===== src/rtl/mchan_regf_pkg.sv =====
// Shared constants for the multi-channel register file: address map, field positions
// and the legal parameter ranges.
package mchan_regf_pkg;

  localparam int NUM_CH_MIN = 1;
  localparam int NUM_CH_MAX = 15;
  localparam int DW_MIN     = 1;
  localparam int DW_MAX     = 32;

  localparam int ADDR_W    = 13;
  localparam int CH_SHIFT  = 4;
  localparam int CH_STRIDE = 1 << CH_SHIFT;

  localparam logic [CH_SHIFT-1:0] OFF_IRQ  = 4'h0;
  localparam logic [CH_SHIFT-1:0] OFF_CTRL = 4'h0;
  localparam logic [CH_SHIFT-1:0] OFF_RX   = 4'h4;
  localparam logic [CH_SHIFT-1:0] OFF_TX   = 4'h8;
  localparam logic [CH_SHIFT-1:0] OFF_STAT = 4'hC;

  localparam int CTRL_ENA_BIT   = 0;
  localparam int CTRL_IRQEN_BIT = 1;
  localparam int STAT_FULL_BIT  = 0;
  localparam int STAT_OVF_BIT   = 1;

  typedef enum logic [2:0] {
    SEL_NONE,
    SEL_IRQ,
    SEL_CTRL,
    SEL_RX,
    SEL_TX,
    SEL_STAT
  } reg_sel_e;

endpackage


===== src/rtl/mchan_regf_ch.sv =====
// One channel's storage: CTRL, RX capture with full/overflow tracking, TX, and its
// interrupt pending term.
module mchan_regf_ch
  import mchan_regf_pkg::*;
#(
  parameter int DW = 16
) (
  input  logic          main_clk_i,
  input  logic          main_rst_an_i,
  input  logic          ctrl_we,
  input  logic          tx_we,
  input  logic          stat_we,
  input  logic          rx_rd,
  input  logic [31:0]   wdata,
  input  logic          rx_wr,
  input  logic [DW-1:0] rx_data,
  output logic          ena,
  output logic          irq_en,
  output logic [DW-1:0] rx_val,
  output logic [DW-1:0] tx_val,
  output logic          full,
  output logic          ovf,
  output logic          pending
);

  logic rx_cap;
  logic unused_wdata;

  assign rx_cap       = rx_wr & ena;
  assign pending      = (full | ovf) & irq_en;
  assign unused_wdata = ^wdata;

  // A capture always beats a same-cycle RX read, and a new overflow beats W1C.
  always_ff @(posedge main_clk_i or negedge main_rst_an_i) begin
    if (!main_rst_an_i) begin
      ena    <= 1'b0;
      irq_en <= 1'b0;
      rx_val <= '0;
      tx_val <= '0;
      full   <= 1'b0;
      ovf    <= 1'b0;
    end else begin
      if (ctrl_we) begin
        ena    <= wdata[CTRL_ENA_BIT];
        irq_en <= wdata[CTRL_IRQEN_BIT];
      end
      if (tx_we) tx_val <= wdata[DW-1:0];
      if (rx_cap) begin
        rx_val <= rx_data;
        full   <= 1'b1;
      end else if (rx_rd) begin
        full <= 1'b0;
      end
      if (rx_cap && full) ovf <= 1'b1;
      else if (stat_we && wdata[STAT_OVF_BIT]) ovf <= 1'b0;
    end
  end

endmodule


===== src/rtl/mchan_regf.sv =====
// Bus-accessible register file for NUM_CH identical rx/tx channels: address decode,
// registered read response/error, and the combined interrupt.
module mchan_regf
  import mchan_regf_pkg::*;
#(
  parameter int NUM_CH = 4,
  parameter int DW     = 16
) (
  input  logic                 main_clk_i,
  input  logic                 main_rst_an_i,
  input  logic                 mem_ena_i,
  input  logic [12:0]          mem_addr_i,
  input  logic                 mem_wena_i,
  input  logic [31:0]          mem_wdata_i,
  output logic [31:0]          mem_rdata_o,
  output logic                 mem_rvld_o,
  output logic                 mem_err_o,
  output logic [NUM_CH-1:0]    regf_ena_o,
  output logic [NUM_CH*DW-1:0] regf_tx_data_o,
  input  logic [NUM_CH*DW-1:0] regf_rx_data_i,
  input  logic [NUM_CH-1:0]    regf_rx_wr_i,
  output logic                 irq_o
);

  if (NUM_CH < NUM_CH_MIN || NUM_CH > NUM_CH_MAX) begin : g_bad_num_ch
    $error("mchan_regf: NUM_CH out of range");
  end
  if (DW < DW_MIN || DW > DW_MAX) begin : g_bad_dw
    $error("mchan_regf: DW out of range");
  end

  logic [ADDR_W-1:0]   slot;
  logic [CH_SHIFT-1:0] off;
  reg_sel_e            sel;
  logic                acc_err;
  logic                acc_ok;
  logic                rd_acc;
  logic [NUM_CH-1:0]   ch_hit;
  logic [NUM_CH-1:0]   ch_irq_en;
  logic [NUM_CH-1:0]   ch_full;
  logic [NUM_CH-1:0]   ch_ovf;
  logic [NUM_CH-1:0]   ch_pend;
  logic [DW-1:0]       ch_rx [NUM_CH];
  logic [DW-1:0]       ch_tx [NUM_CH];
  logic [31:0]         rdata_p0;
  logic [31:0]         rdata_p1;
  logic                vld_p1;
  logic                err_p1;
  logic                irq_p1;

  assign slot = mem_addr_i >> CH_SHIFT;
  assign off  = mem_addr_i[CH_SHIFT-1:0];

  // Slot 0 holds only the IRQ word; slots 1..NUM_CH are channels 0..NUM_CH-1.
  always_comb begin
    sel = SEL_NONE;
    if (slot == '0) begin
      if (off == OFF_IRQ) sel = SEL_IRQ;
    end else if (slot <= ADDR_W'(NUM_CH)) begin
      case (off)
        OFF_CTRL: sel = SEL_CTRL;
        OFF_RX:   sel = SEL_RX;
        OFF_TX:   sel = SEL_TX;
        OFF_STAT: sel = SEL_STAT;
        default:  sel = SEL_NONE;
      endcase
    end
  end

  assign acc_err = mem_ena_i &
                   ((sel == SEL_NONE) | (mem_wena_i & ((sel == SEL_IRQ) | (sel == SEL_RX))));
  assign acc_ok  = mem_ena_i & ~acc_err;
  assign rd_acc  = mem_ena_i & ~mem_wena_i;

  for (genvar c = 0; c < NUM_CH; c++) begin : g_ch
    assign ch_hit[c] = (slot == ADDR_W'(c + 1));

    mchan_regf_ch #(
      .DW (DW)
    ) u_ch (
      .main_clk_i    (main_clk_i),
      .main_rst_an_i (main_rst_an_i),
      .ctrl_we       (acc_ok & mem_wena_i & ch_hit[c] & (sel == SEL_CTRL)),
      .tx_we         (acc_ok & mem_wena_i & ch_hit[c] & (sel == SEL_TX)),
      .stat_we       (acc_ok & mem_wena_i & ch_hit[c] & (sel == SEL_STAT)),
      .rx_rd         (acc_ok & ~mem_wena_i & ch_hit[c] & (sel == SEL_RX)),
      .wdata         (mem_wdata_i),
      .rx_wr         (regf_rx_wr_i[c]),
      .rx_data       (regf_rx_data_i[c*DW +: DW]),
      .ena           (regf_ena_o[c]),
      .irq_en        (ch_irq_en[c]),
      .rx_val        (ch_rx[c]),
      .tx_val        (ch_tx[c]),
      .full          (ch_full[c]),
      .ovf           (ch_ovf[c]),
      .pending       (ch_pend[c])
    );

    assign regf_tx_data_o[c*DW +: DW] = ch_tx[c];
  end

  always_comb begin
    rdata_p0 = '0;
    if (sel == SEL_IRQ) rdata_p0[NUM_CH-1:0] = ch_pend;
    for (int c = 0; c < NUM_CH; c++) begin
      if (ch_hit[c]) begin
        case (sel)
          SEL_CTRL: begin
            rdata_p0[CTRL_ENA_BIT]   = regf_ena_o[c];
            rdata_p0[CTRL_IRQEN_BIT] = ch_irq_en[c];
          end
          SEL_RX:   rdata_p0[DW-1:0] = ch_rx[c];
          SEL_TX:   rdata_p0[DW-1:0] = ch_tx[c];
          SEL_STAT: begin
            rdata_p0[STAT_FULL_BIT] = ch_full[c];
            rdata_p0[STAT_OVF_BIT]  = ch_ovf[c];
          end
          default: ;
        endcase
      end
    end
  end

  // p0 -> p1: registered bus response and interrupt.
  always_ff @(posedge main_clk_i or negedge main_rst_an_i) begin
    if (!main_rst_an_i) begin
      rdata_p1 <= '0;
      vld_p1   <= 1'b0;
      err_p1   <= 1'b0;
      irq_p1   <= 1'b0;
    end else begin
      rdata_p1 <= (rd_acc & ~acc_err) ? rdata_p0 : '0;
      vld_p1   <= rd_acc;
      err_p1   <= acc_err;
      irq_p1   <= |ch_pend;
    end
  end

  assign mem_rdata_o = rdata_p1;
  assign mem_rvld_o  = vld_p1;
  assign mem_err_o   = err_p1;
  assign irq_o       = irq_p1;

endmodule


===== config.mk =====
export PLATFORM = sky130hd
export DESIGN_NAME = mchan_regf
export DESIGN_NICKNAME = d
export VERILOG_FILES = /design/src/rtl/mchan_regf_pkg.sv /design/src/rtl/mchan_regf_ch.sv /design/src/rtl/mchan_regf.sv
export SDC_FILE = /design/constraint.sdc
export NUM_CORES = 1
export LEC_CHECK = 0
export ABC_CLOCK_PERIOD_IN_PS = 3300
export BUFFER_PORTS_ARGS = -buffer_cell sky130_fd_sc_hd__buf_2
export CORE_MARGIN = 8
export CORE_UTILIZATION = 40
export DETAILED_ROUTE_END_ITERATION = 8
export PLACE_DENSITY = 0.65
export SLEW_MARGIN = 20
export SYNTH_ARGS = -nofsm -noshare
export SYNTH_HDL_FRONTEND = slang
export SYNTH_SLANG_ARGS = --single-unit

===== constraint.sdc =====
create_clock -name main_clk_i -period 3.3 [get_ports main_clk_i]
set_input_delay 0.495 -clock main_clk_i [delete_from_list [all_inputs] [get_ports main_clk_i]]
set_output_delay 0.495 -clock main_clk_i [all_outputs]
set_load 0.01 [all_outputs]

# Yosys cells after proc, flatten, opt, wreduce, memory -nomap -nowiden

Index checks and enable logic that the tools add are counted.

Register bits after elaboration: 163
Output and inout bits: 103
Word-level logic and storage cells: 142
Input bits: 117

Multiplexer cells: 34
Equality and inequality tests: 12
Order comparisons: 1
Bitwise logic cells: 47
Reductions and logical operators: 20

Operators by type and width:

| operator                                                        | count |
|---|---|
| one-hot mux 14 bit (2 select lines)                             | 4 |
| two-way mux 16 bit                                              | 5 |
| AND 1 bit                                                       | 39 |
| one-hot mux 2 bit (4 select lines)                              | 4 |
| equality test 9 x 2 -> 1 bit (second input constant)            | 2 |
| two-way mux 1 bit                                               | 17 |
| nonzero test 2 bit                                              | 8 |
| logical NOT 13 bit                                              | 1 |
| one-hot mux 3 bit (4 select lines)                              | 1 |
| equality test 9 x 1 -> 1 bit (second input constant)            | 1 |
| equality test 9 x 3 -> 1 bit (second input constant)            | 1 |
| less-or-equal comparator 9 x 3 -> 1 bit (second input constant) | 1 |
| equality test 4 bit (second input constant)                     | 2 |
| logical AND 1 bit                                               | 8 |
| equality test 3 x 2 -> 1 bit (second input constant)            | 2 |
| equality test 3 bit (second input constant)                     | 2 |
| two-way mux 3 bit                                               | 2 |
| bitwise OR 1 bit                                                | 6 |
| equality test 4 x 3 -> 1 bit (second input constant)            | 1 |
| logical NOT 4 bit                                               | 1 |
| two-way mux 4 bit                                               | 1 |
| OR reduction 4 bit                                              | 1 |
| equality test 3 x 1 -> 1 bit (second input constant)            | 1 |
| logical NOT 3 bit                                               | 1 |
| NOT 1 bit                                                       | 2 |

# Longest topological paths before layout

Gate-level depths: netlist (run 1).

Depth in word-level cells: 17
Mapped depth: 10
Gate-level depth less buffers: 6

# Hierarchy

From an unflattened synthesis (run 1), not the netlist that was laid out.

Cell total of the unflattened synthesis: 603
Area, all modules: 7808.7 um^2

Modules (own cells, without submodules):

| module        | instances | cells an instance | sequential area each (um^2) | area each (um^2) |
|---|---|---|---|---|
| mchan_regf_ch | 4         | 79                | 900.9                       | 1381.3 |
| mchan_regf    | 1         | 287               | 475.5                       | 2283.4 |

# Least setup slack after synthesis (run 1)

No wires, ideal clock.

Kind: input to register
From: in mem_addr_i[12]
To: reg g_ch[0].u_ch.tx_val[12]
Slack: 1.006 ns
Data required time: 3.175 ns
Data arrival time: 2.169 ns
Buffers on the path: 3
Setup time: 0.125 ns
Cell stages on the path: 9
Path through: nor4_4 -> and4_1 -> buf_4 -> and2_1 -> buf_6 -> nand3_4 -> nor2_8 -> buf_6 -> mux2_2

Cells in the longest elaborated chain, start to end: 13
Elaborated cells between the ends (all ways): 18
Classes of those cells: 1 x order compare; 4 x eq/ne; 2 x mux; 9 x bitwise; 2 x reduce/logical

RTL lines:

| element                                                                             | line                | RTL |
|---|---|---|
| from (decl)                                                                         | mchan_regf.sv:12    | `input logic [12:0] mem_addr_i,` |
| less-or-equal comparator 9 x 3 -> 1 bit                                             | mchan_regf.sv:59    | `end else if (slot <= ADDR_W'(NUM_CH)) begin` |
| two-way mux 3 bit                                                                   | mchan_regf.sv:59    |  |
| two-way mux 3 bit                                                                   | mchan_regf.sv:57    | `if (slot == '0) begin` |
| equality test 3 x 1 -> 1 bit / equality test 3 x 2 -> 1 bit (equally long branches) | mchan_regf.sv:71    | `((sel == SEL_NONE) \| (mem_wena_i & ((sel == SEL_IRQ) \| (sel == SEL_RX))));` |
| bitwise OR 1 bit                                                                    | mchan_regf.sv:71    |  |
| AND 1 bit                                                                           | mchan_regf.sv:71    |  |
| bitwise OR 1 bit                                                                    | mchan_regf.sv:71    |  |
| AND 1 bit                                                                           | mchan_regf.sv:70    | `assign acc_err = mem_ena_i &` |
| NOT 1 bit                                                                           | mchan_regf.sv:72    | `assign acc_ok = mem_ena_i & ~acc_err;` |
| AND 1 bit                                                                           | mchan_regf.sv:72    |  |
| AND 1 bit (2 in series)                                                             | mchan_regf.sv:84    | `.tx_we (acc_ok & mem_wena_i & ch_hit[c] & (sel == SEL_TX)),` |
| AND 1 bit (*)                                                                       | mchan_regf.sv:84    |  |
| to (signal assigned)                                                                | mchan_regf_ch.sv:47 | `if (tx_we) tx_val <= wdata[DW-1:0];` |
| to (decl)                                                                           | mchan_regf_ch.sv:20 | `output logic [DW-1:0] tx_val,` |

Every way passes the cells marked *; elsewhere a longest branch is shown, timed or not.
A chain may end at the register's enable or synchronous reset.

# Worst setup path in the final report (run 1)

From: in mem_addr_i[12]
To: reg g_ch[2].u_ch.tx_val[12]

Cells in the longest elaborated chain, start to end: 13
Elaborated cells between the ends (all ways): 18
Classes of those cells: 1 x order compare; 4 x eq/ne; 2 x mux; 9 x bitwise; 2 x reduce/logical

RTL lines:

| element                                                                             | line |
|---|---|
| less-or-equal comparator 9 x 3 -> 1 bit                                             | mchan_regf.sv:59 |
| two-way mux 3 bit                                                                   | mchan_regf.sv:59 |
| two-way mux 3 bit                                                                   | mchan_regf.sv:57 |
| equality test 3 x 1 -> 1 bit / equality test 3 x 2 -> 1 bit (equally long branches) | mchan_regf.sv:71 |
| bitwise OR 1 bit                                                                    | mchan_regf.sv:71 |
| AND 1 bit                                                                           | mchan_regf.sv:71 |
| bitwise OR 1 bit                                                                    | mchan_regf.sv:71 |
| AND 1 bit                                                                           | mchan_regf.sv:70 |
| NOT 1 bit                                                                           | mchan_regf.sv:72 |
| AND 1 bit                                                                           | mchan_regf.sv:72 |
| AND 1 bit (2 in series)                                                             | mchan_regf.sv:84 |
| AND 1 bit (*)                                                                       | mchan_regf.sv:84 |
| to (signal assigned)                                                                | mchan_regf_ch.sv:47 |
| to (decl)                                                                           | mchan_regf_ch.sv:20 |

Marked as above.

==> out/results.ini, run 1 <==
[timing]
hold_violations=0
hold-worst-slack_ps=47.5
skew_ps=10.7
rsz0062_at_grt=no
tns_ps=0
period_share_pct=71.0
timing.fmax_ghz=0.427
setup_viol=0
drv_slew=0
worst_pin_slew_ps=885
worst_slack_ps=957
relSlewSlack_pct=40.9
post-route-min-period_ps=2340

[clock_network]
cts_resized=0
cts_root_buf=clkbuf_16
clkTransAtPathRegs_ps=60
insertion_delay_ps=430
cts_buffers=17
ctsHoldBuffers=0
clk_path_buf_depth=2
htree_num_levels=4
cts_tree=yes
post_cts_buffers=0
cts.sinks=163

[synth]
ys_warn_count=0
synth.cell_area_mm2=0.00781
syn_avg_cell_area_um2=13.0
synthFlopType=dfrtp_1
ys_ff_latch=163
syn-instance-count=602
synth_area_leaders=dfrtp_1 52%, mux2_2 15%, mux2_4 5.8%
synth_top_area_share_pct=52.2
yosysTopAreaCell=dfrtp_1
synth.distinct_cells=68
synth_common_cells=163 x dfrtp_1, 101 x mux2_2, 43 x a22oi_1, 30 x mux2_4, 26 x nand2_1
synth-edff-count=0
async_flop_share_pct=100
synth-seq-area-share_pct=52.2
yosysMostFrequentCell=dfrtp_1

[layout]
syn_to_final_growth_pct=22.3
fin_nets=902
drive_gt1_share_pct=49.1
diodes=0
final_core_util_pct=49.4

[placement]
gp_congestion=0.942
pre_cts_ws_ps=503
dp_hpwl_um=18300
portBuffers=187

[global_route]
antenna_found_initial=0
grt_max_degree=62
grt_pass1_wl_um=37300
track_usage_pct=20.5
grt_overflow=0
grt_pass1_vias=6149

[worst_hold_path]
min_path_type=input port to asynchronous set/reset pin

[routing]
dr.pass1.iters=5
drc_errors=0
drt_iter0_drc=394
wl_per_cell_um=23.2
vias=5835
ant_nets=0
vias_per_cell=5.49
wirelength_um=24600

[floorplan]
start_util_pct=40.4
core-area_mm2=0.0193
rows=51
io-pin-count=220
die_w_um=156
die_h_um=156
dieArea_mm2=0.0243

[power_and_ir_drop]
p_sw_mw=1.03
power_density_mw_per_mm2=444
pwr-share-clk_pct=47.8
cell_internal_pwr_mw=3.21
ir_drop_uv=359
p_total_mw=4.24
p_leak_nw=4.92
pwr-share-seq_pct=47.1
switching_share_pct=24.3
combPwrFrac_pct=5.1

[setup_path]
crit_type=input port to register
path_max_fanout=16
worstPathArrival_ps=2650
required_ps=3610
reg2reg_depth=6
end_kind=register
cp-start-kind=input port

[job]
max_cap_viol_count=0

[outcome]
status=completed

[path summary, 6_finish.rpt]
check | from | endpoint | slack, ps
setup / recovery | mem_addr_i[12] | g_ch[2].u_ch.tx_val[12] | 960
hold / removal | main_rst_an_i | g_ch[0].u_ch.tx_val[0] | 50
min in group main_clk_i | regf_rx_data_i[14] | g_ch[0].u_ch.rx_val[14] | 290
hold reg to reg | g_ch[0].u_ch.rx_val[6] | g_ch[0].u_ch.rx_val[6] | 510
setup reg to reg | g_ch[0].u_ch.tx_val[1] | mem_rdata_o[1] | 1450
max in group asynchronous | main_rst_an_i | mem_rdata_o[11] | 2420
[area by class of cell]
class | instances | area, um^2
clock buffers | 18 | 429
well taps | 265 | 332
inverters | 2 | 7.51
repair buffers | 208 | 1110
clock inverters | 14 | 168
multi-input cells | 393 | 3430
fillers | 1761 | 9770
flip-flops and latches | 163 | 4080
[layer usage]
metal | GRT usage, % | share of wire, %
met5 | 0 | 0
met4 | 7.30 | 2.3
met3 | 5.21 | 7.6
met2 | 31.2 | 46
met1 | 27.8 | 44
[power by group through the flow]
stage | clock [mW] | sequential, mW | combinational [mW]
2_1_floorplan | 0 | 2.04 | 0.0735
3_3_place_gp | 0 | 2.04 | 0.216
3_5_place_dp | 0 | 2.04 | 0.218
4_1_cts | 2.06 | 2.00 | 0.218
5_1_grt | 2.15 | 2.00 | 0.239
6_report | 2.03 | 2.00 | 0.217
[worst max-delay path, stage by stage]
cell	delay [ps]
buf_2	110
nor4_4	440
and4_1	490
and4_1	450
nand2_4	280
mux2_4	370
[kinds of logic after synthesis]
| family | Yosys count | synth area share [%] |
|---|---|---|
| mux | 143 | 22.4 |
| other cells | 1 | 0.0480 |
| compound gates | 126 | 12.4 |
| xor+xnor | 1 | 0.112 |
| buf+inv | 61 | 4.80 |
| flops | 163 | 52.2 |
| simple gates | 107 | 8.01 |
[metrics by stage]
stage,area [um^2],cells
CTS,9560,1063
detailed placement,8960,1031
floorplan,7870,617
global route,9560,1063
global placement,8960,1031
finish,9560,1063
[registers in the layout, indices dropped and copies added, names as in the netlist]
signal            cells
g_ch.u_ch.rx_val     64
g_ch.u_ch.tx_val     64
mem_rdata_o          16
g_ch.u_ch.ena         4
g_ch.u_ch.full        4
g_ch.u_ch.irq_en      4
g_ch.u_ch.ovf         4
irq_o                 1
mem_err_o             1
mem_rvld_o            1
[layout by cell type, fill, tap and decap left out, types with 7 or more instances in the layout]
cell type  synthesis  layout
dfrtp_1          163     163
mux2_4            30      30
buf_4             23      20
o22ai_1            7       7
a22o_1             9       9
o21ai_0            9       9
buf_2              9     186
a22oi_1           43      43
nand2_1           26      26
clkbuf_16          0      17
mux2_2           101     101
nor2_1            25      25
a21oi_1            8       8
conb_1             1      16
(Power assumes the default switching activity.)
==> inputs of run 2 (changes only) <==
--- a/config.mk
+++ b/config.mk
@@ -5,7 +5,7 @@
 export SDC_FILE = /design/constraint.sdc
 export NUM_CORES = 1
 export LEC_CHECK = 0
-export ABC_CLOCK_PERIOD_IN_PS = 3300
+export ABC_CLOCK_PERIOD_IN_PS = 2200
 export BUFFER_PORTS_ARGS = -buffer_cell sky130_fd_sc_hd__buf_2
 export CORE_MARGIN = 8
 export CORE_UTILIZATION = 40
==> constraint.sdc (replaced) <==
create_clock -name main_clk_i -period 2.2 [get_ports main_clk_i]
set_input_delay 0.33 -clock main_clk_i [delete_from_list [all_inputs] [get_ports main_clk_i]]
set_output_delay 0.33 -clock main_clk_i [all_outputs]
set_load 0.01 [all_outputs]
==> out/results.ini, run 2 (synthesis results as in run 1) <==
[timing]
worst_slack_ps=181  ; was 957 ps
relSlewSlack_pct=62.2  ; was 40.9%
post-route-min-period_ps=2020
rsz0062_at_grt=no  ; unchanged
drv_slew=0  ; unchanged
worst_pin_slew_ps=560  ; was 885 ps
setup_viol=0  ; unchanged
hold_violations=0  ; unchanged
period_share_pct=91.8
timing.fmax_ghz=0.495
skew_ps=9.88  ; was 10.7 ps

[routing]
wl_per_cell_um=22.5  ; was 23.2 um
ant_nets=0  ; unchanged
vias=6080  ; was 5835
wirelength_um=25300  ; was 24600 um
vias_per_cell=5.39  ; was 5.49
drc_errors=0  ; unchanged
dr.pass1.iters=5  ; unchanged
drt_iter0_drc=377  ; was 394

[layout]
fin_nets=965  ; was 902
final_common_cell=buf_2  ; unchanged
syn_to_final_growth_pct=30.4  ; was 22.3%
nFillCells=1722  ; was 1761
post-route-cell-area_mm2=0.0102  ; was 0.00956 mm^2
finalNonFillerCells=1127  ; was 1063
layout_common_cells=186 x buf_2, 163 x dfrtp_1, 101 x mux2_2  ; unchanged
final_core_util_pct=52.7  ; was 49.4%
drive_gt1_share_pct=52.8  ; was 49.1%

[global_route]
antenna_found_initial=2  ; was 0
grt_pass1_vias=6416  ; was 6149
track_usage_pct=21.2  ; was 20.5%
grt_pass1_wl_um=38500  ; was 37300 um
grt_overflow=0  ; unchanged
grt_max_degree=52  ; was 62

[setup_path]
reg2reg_depth=6  ; unchanged
path_max_fanout=6  ; was 16
r2r-start=g_ch[3].u_ch.full  ; was g_ch[0].u_ch.tx_val[1]
r2r_end=mem_rdata_o[3]  ; was mem_rdata_o[1]
worst_path_max_delay_cell=o21ai_0  ; was and4_1
end_kind=register  ; unchanged
required_ps=2530  ; was 3610 ps
crit_type=input port to register  ; unchanged
worstPathArrival_ps=2350  ; was 2650 ps
cp-start-kind=input port  ; unchanged
max_stage_delay_ps=460  ; was 490 ps
regToRegSetupSlack_ps=370  ; was 1450 ps
setup.worst_path.start=mem_addr_i[4]  ; was mem_addr_i[12]
path_cells=buf_2 -> o21ai_0 -> nand2_1 -> nor4_1 -> a2111oi_1 -> buf_4 -> o32a_1 -> a311oi_2  ; was buf_2 -> nor4_4 -> and4_1 -> and4_1 -> nand2_4 -> mux2_4

[power_and_ir_drop]
power_density_mw_per_mm2=643  ; was 444 mW/mm^2
p_leak_nw=5.30  ; was 4.92 nW
p_total_mw=6.56  ; was 4.24 mW
ir_drop_uv=516  ; was 359 uV

[outcome]
status=completed  ; unchanged

[clock_network]
clkTransAtPathRegs_ps=70  ; was 60 ps
htree_num_levels=4  ; unchanged
insertion_delay_ps=430  ; about the same
cts_resized=0  ; unchanged
cts_tree=yes  ; unchanged
cts.sinks=163  ; unchanged
cts_root_buf=clkbuf_16  ; unchanged
clk_path_buf_depth=2  ; unchanged
cts_buffers=17  ; unchanged

[floorplan]
rows=51  ; unchanged
io-pin-count=220  ; unchanged
die_w_um=156  ; unchanged
start_util_pct=40.4  ; unchanged
core-area_mm2=0.0193  ; unchanged
dieArea_mm2=0.0243  ; unchanged
die_h_um=156  ; unchanged

[placement]
post_dp_cell_area_mm2=0.00954  ; was 0.00896 mm^2
portBuffers=187  ; unchanged
dp_hpwl_um=19400  ; was 18300 um
pre_cts_ws_ps=-183  ; was 503 ps
placed_cells=1093  ; was 1031
gp_congestion=0.939  ; was 0.942

[job]
max_cap_viol_count=0  ; unchanged

[worst_hold_path]
min_path_type=input port to register  ; was input port to asynchronous set/reset pin
min_from=regf_rx_data_i[14]
holdPathStages=2
hold_path_end=g_ch[0].u_ch.rx_val[14]

## run 2: layout make-up
type	instances	area, um^2	share of cell area [%]
Sequential cell	163	4080	40.0
Clock inverter	13	184	1.80
Antenna cell	1	2.50	0.0246
Timing Repair Buffer	271	1700	16.7
Multi-Input combinational cell	393	3430	33.7
Clock buffer	19	453	4.44
Tap cell	265	332	3.25
Inverter	2	7.51	0.0737
## run 2: metrics by stage
stage / TNS (ps) / hold WS [ps]
floorplan: 0 / 34.4
global placement: -6020 / 327
detailed placement: -6350 / 325
CTS: 0 / 108
global route: 0 / 107
finish: 0 / 126
## run 2: critical path, delay by kind of cell
family / cells / cell delay [ps]
and+or+nand+nor: 2 / 630
buffers and inverters: 2 / 250
AOI/OAI and AO/OA: 4 / 1140
## run 2: what timing repair did
action                                 in CTS  in global routing
buffers inserted                            0                  0
endpoints found under the hold margin      48                  0
hold buffers                                1                  0
## run 2: how the worst max path moves through the flow
| stage | end | slack (ps) |
|---|---|---|
| after floorplan | g_ch[0].u_ch.tx_val[12] | 70 |
| after global routing | mem_rdata_o[3] | 40 |
| after CTS | mem_rdata_o[0] | 260 |
| after global placement | mem_rdata_o[0] | -190 |
| final | mem_rdata_o[0] | 180 |
| after detailed placement | mem_rdata_o[0] | -180 |
## run 2: where the power goes
group | internal (mW) | switching (mW) | leakage [nW]
Combinational | 0.133 | 0.227 | 2.71
Clock | 1.89 | 1.31 | 0.311
Sequential | 3.00 | 0.000548 | 2.28
## run 2: layer usage
metal | wire length (um) | GRT usage, % | vias to the layer above
met3 | 1830 | 4.76 | 35
met5 | 0 | 0 | -
met2 | 11700 | 32.9 | 250
li1 | - | - | 2734
met4 | 658 | 8.36 | 0
met1 | 11100 | 28.3 | 3061
==> inputs of run 3 (changes only) <==
--- a/config.mk
+++ b/config.mk
@@ -14,4 +14,5 @@
 export SLEW_MARGIN = 20
 export SYNTH_ARGS = -nofsm -noshare
 export SYNTH_HDL_FRONTEND = slang
+export SYNTH_HIERARCHICAL = 1
 export SYNTH_SLANG_ARGS = --single-unit
==> out/results.ini, run 3 <==
[placement]
portBuffers=187  ; unchanged
dp_hpwl_um=19500  ; was 19400 um
gp_congestion=0.922  ; was 0.939

[timing]
hold_violations=0  ; unchanged
timing.fmax_ghz=0.480  ; was 0.495 GHz
rsz0062_at_grt=no  ; unchanged
tns_ps=0  ; unchanged
setup_viol=0  ; unchanged
post-route-min-period_ps=2080  ; was 2020 ps
worst_pin_slew_ps=746  ; was 560 ps
hold-worst-slack_ps=115  ; was 126 ps
relSlewSlack_pct=50.2  ; was 62.2%
period_share_pct=94.7  ; was 91.8%
skew_ps=11.3  ; was 9.88 ps
drv_slew=0  ; unchanged

[synth]
synth-xor-area-share_pct=0  ; was 0.112%
synth_area_leaders=dfrtp_1 52%, mux2_2 15%, mux2_4 6.2%  ; was dfrtp_1 52%, mux2_2 15%, mux2_4 5.8%
synth.distinct_cells=60  ; was 68
ys_ff_latch=163  ; unchanged
async_flop_share_pct=100  ; unchanged
synth-edff-count=0  ; unchanged
synth_fa_ha_area_share_pct=0  ; unchanged
synthSimpleGateAreaFrac_pct=7.13  ; was 8.01%
syn_avg_cell_area_um2=12.9  ; was 13.0 um^2
synth_top_area_share_pct=52.2  ; about the same
synth_top_family_by_area=multiplexers  ; unchanged
synth-compound-area-share_pct=13.2  ; was 12.4%
synthMuxAreaShare_pct=22.7  ; was 22.4%
synth_common_cells=163 x dfrtp_1, 106 x mux2_2, 40 x a22oi_1, 32 x mux2_4, 27 x nor2_1  ; was 163 x dfrtp_1, 101 x mux2_2, 43 x a22oi_1, 30 x mux2_4, 26 x nand2_1
synthFlopType=dfrtp_1  ; unchanged
yosysMostFrequentCell=dfrtp_1  ; unchanged
syn-instance-count=603  ; was 602
ys_warn_count=6  ; was 0
synth-seq-area-share_pct=52.2  ; about the same
synth.cell_area_mm2=0.00781  ; about the same
yosysTopAreaCell=dfrtp_1  ; unchanged

[clock_network]
cts_root_buf=clkbuf_16  ; unchanged
htree_num_levels=4  ; unchanged
cts.sinks=163  ; unchanged
cts_buffers=17  ; unchanged
clkTransAtPathRegs_ps=70  ; about the same
cts_tree=yes  ; unchanged
clk_path_buf_depth=2  ; unchanged
insertion_delay_ps=440  ; was 430 ps
post_cts_buffers=0  ; unchanged

[floorplan]
die_h_um=156  ; about the same
rows=51  ; unchanged
io-pin-count=220  ; unchanged
die_w_um=156  ; about the same
core-area_mm2=0.0193  ; unchanged
dieArea_mm2=0.0242  ; was 0.0243 mm^2
start_util_pct=40.4  ; about the same

[layout]
final_common_cell=buf_2  ; unchanged
final_core_util_pct=52.5  ; was 52.7%
diodes=0  ; was 1
drive_gt1_share_pct=53.4  ; was 52.8%
layout_common_cells=186 x buf_2, 163 x dfrtp_1, 106 x mux2_2  ; was 186 x buf_2, 163 x dfrtp_1, 101 x mux2_2
syn_to_final_growth_pct=30.0  ; was 30.4%
fin_nets=980  ; was 965

[routing]
dr.pass1.iters=5  ; unchanged
drc_errors=0  ; unchanged
ant_nets=0  ; unchanged
drt_iter0_drc=375  ; was 377
wl_per_cell_um=22.2  ; was 22.5 um
wirelength_um=25300  ; about the same
vias=6106  ; was 6080
vias_per_cell=5.35  ; was 5.39

[setup_path]
reg2reg_depth=6  ; unchanged
required_ps=2480  ; was 2530 ps
end_kind=register  ; unchanged
crit_type=input port to register  ; unchanged
path_max_fanout=5  ; was 6
cp-start-kind=input port  ; unchanged
worstPathArrival_ps=2370  ; was 2350 ps

[global_route]
grt_pass1_wl_um=38400  ; was 38500 um
antenna_found_initial=2  ; unchanged
grt_pass1_vias=6584  ; was 6416
track_usage_pct=21.1  ; was 21.2%
grt_overflow=0  ; unchanged
grt_max_degree=45  ; was 52

[power_and_ir_drop]
p_leak_nw=5.27  ; was 5.30 nW
power_density_mw_per_mm2=637  ; was 643 mW/mm^2
ir_drop_uv=580  ; was 516 uV

[worst_hold_path]
holdPathStages=2  ; unchanged
min_path_type=input port to register  ; unchanged

[job]
max_cap_viol_count=0  ; unchanged

[outcome]
status=completed  ; unchanged

run 3: cells by family (layout without fill, tap and decap cells):
family,count (synthesis),count (layout)
AOI/OAI and AO/OA,134,134
other,1,16
and+or+nand+nor,102,102
buffers and inverters,59,317
muxes,144,144
DFF,163,163
run 3: critical path, cell delays in order:
cell and delay [ps]:
buf_2 120, o21ai_0 280, buf_4 170, nand2_1 150
buf_4 190, nor3_4 280, buf_4 200, a22o_1 140
a21oi_1 70, a221oi_1 430
run 3: power by group:
| part | total (mW) | switching (mW) | internal [mW] |
|---|---|---|---|
| Sequential | 3.00 | 0.000483 | 3.00 |
| Clock | 3.11 | 1.38 | 1.73 |
| Combinational | 0.361 | 0.216 | 0.145 |
| Total | 6.47 | 1.59 | 4.87 |
run 3: area by class of cell:
cell class | count | area (um^2)
inverters | 5 | 18.8
repair buffers | 280 | 1680
flip-flops and latches | 163 | 4080
clock buffers | 17 | 425
well taps | 265 | 332
clock inverters | 15 | 189
multi-input cells | 396 | 3430
fillers | 1725 | 9180
run 3: path summary, 6_finish.rpt:
kind                                          from                 endpoint  slack (ps)
max                                  mem_addr_i[4]           mem_rdata_o[3]         120
min                             regf_rx_data_i[61]  g_ch[3].u_ch/rx_val[13]         120
max reg2reg                       g_ch[0].u_ch/ovf           mem_rdata_o[1]         550
min reg2reg                g_ch[0].u_ch/rx_val[12]  g_ch[0].u_ch/rx_val[12]         510
max in group asynchronous            main_rst_an_i          mem_rdata_o[11]        1220
min in group asynchronous            main_rst_an_i   g_ch[0].u_ch/rx_val[0]         400
run 3: per-layer routing:
metal	vias to the layer above	share of wire [%]	track usage [%]
met5	-	0.067	0
met4	4	2.0	6.65
met3	35	8.5	7.62
met2	229	48	34.9
met1	3084	41	25.2
li1	2754	-	-
run 3: what timing repair did:
action                                 CTS  global route
endpoints found under the hold margin   40             0
gates resized for setup                  0             1
hold buffers                             1             0
setup endpoints to repair                0             8
run 3: through the flow:
stage | std cells | worst slack (ps) | total power, mW | area, um^2
2_1_floorplan | 618 | 11.6 | 3.15 | 7870
3_3_place_gp | 1108 | -346 | 3.42 | 9520
3_5_place_dp | 1108 | -351 | 3.42 | 9520
4_1_cts | 1141 | 96.5 | 6.52 | 10100
5_1_grt | 1141 | 2.25 | 6.69 | 10200
6_report | 1141 | 116 | 6.47 | 10200
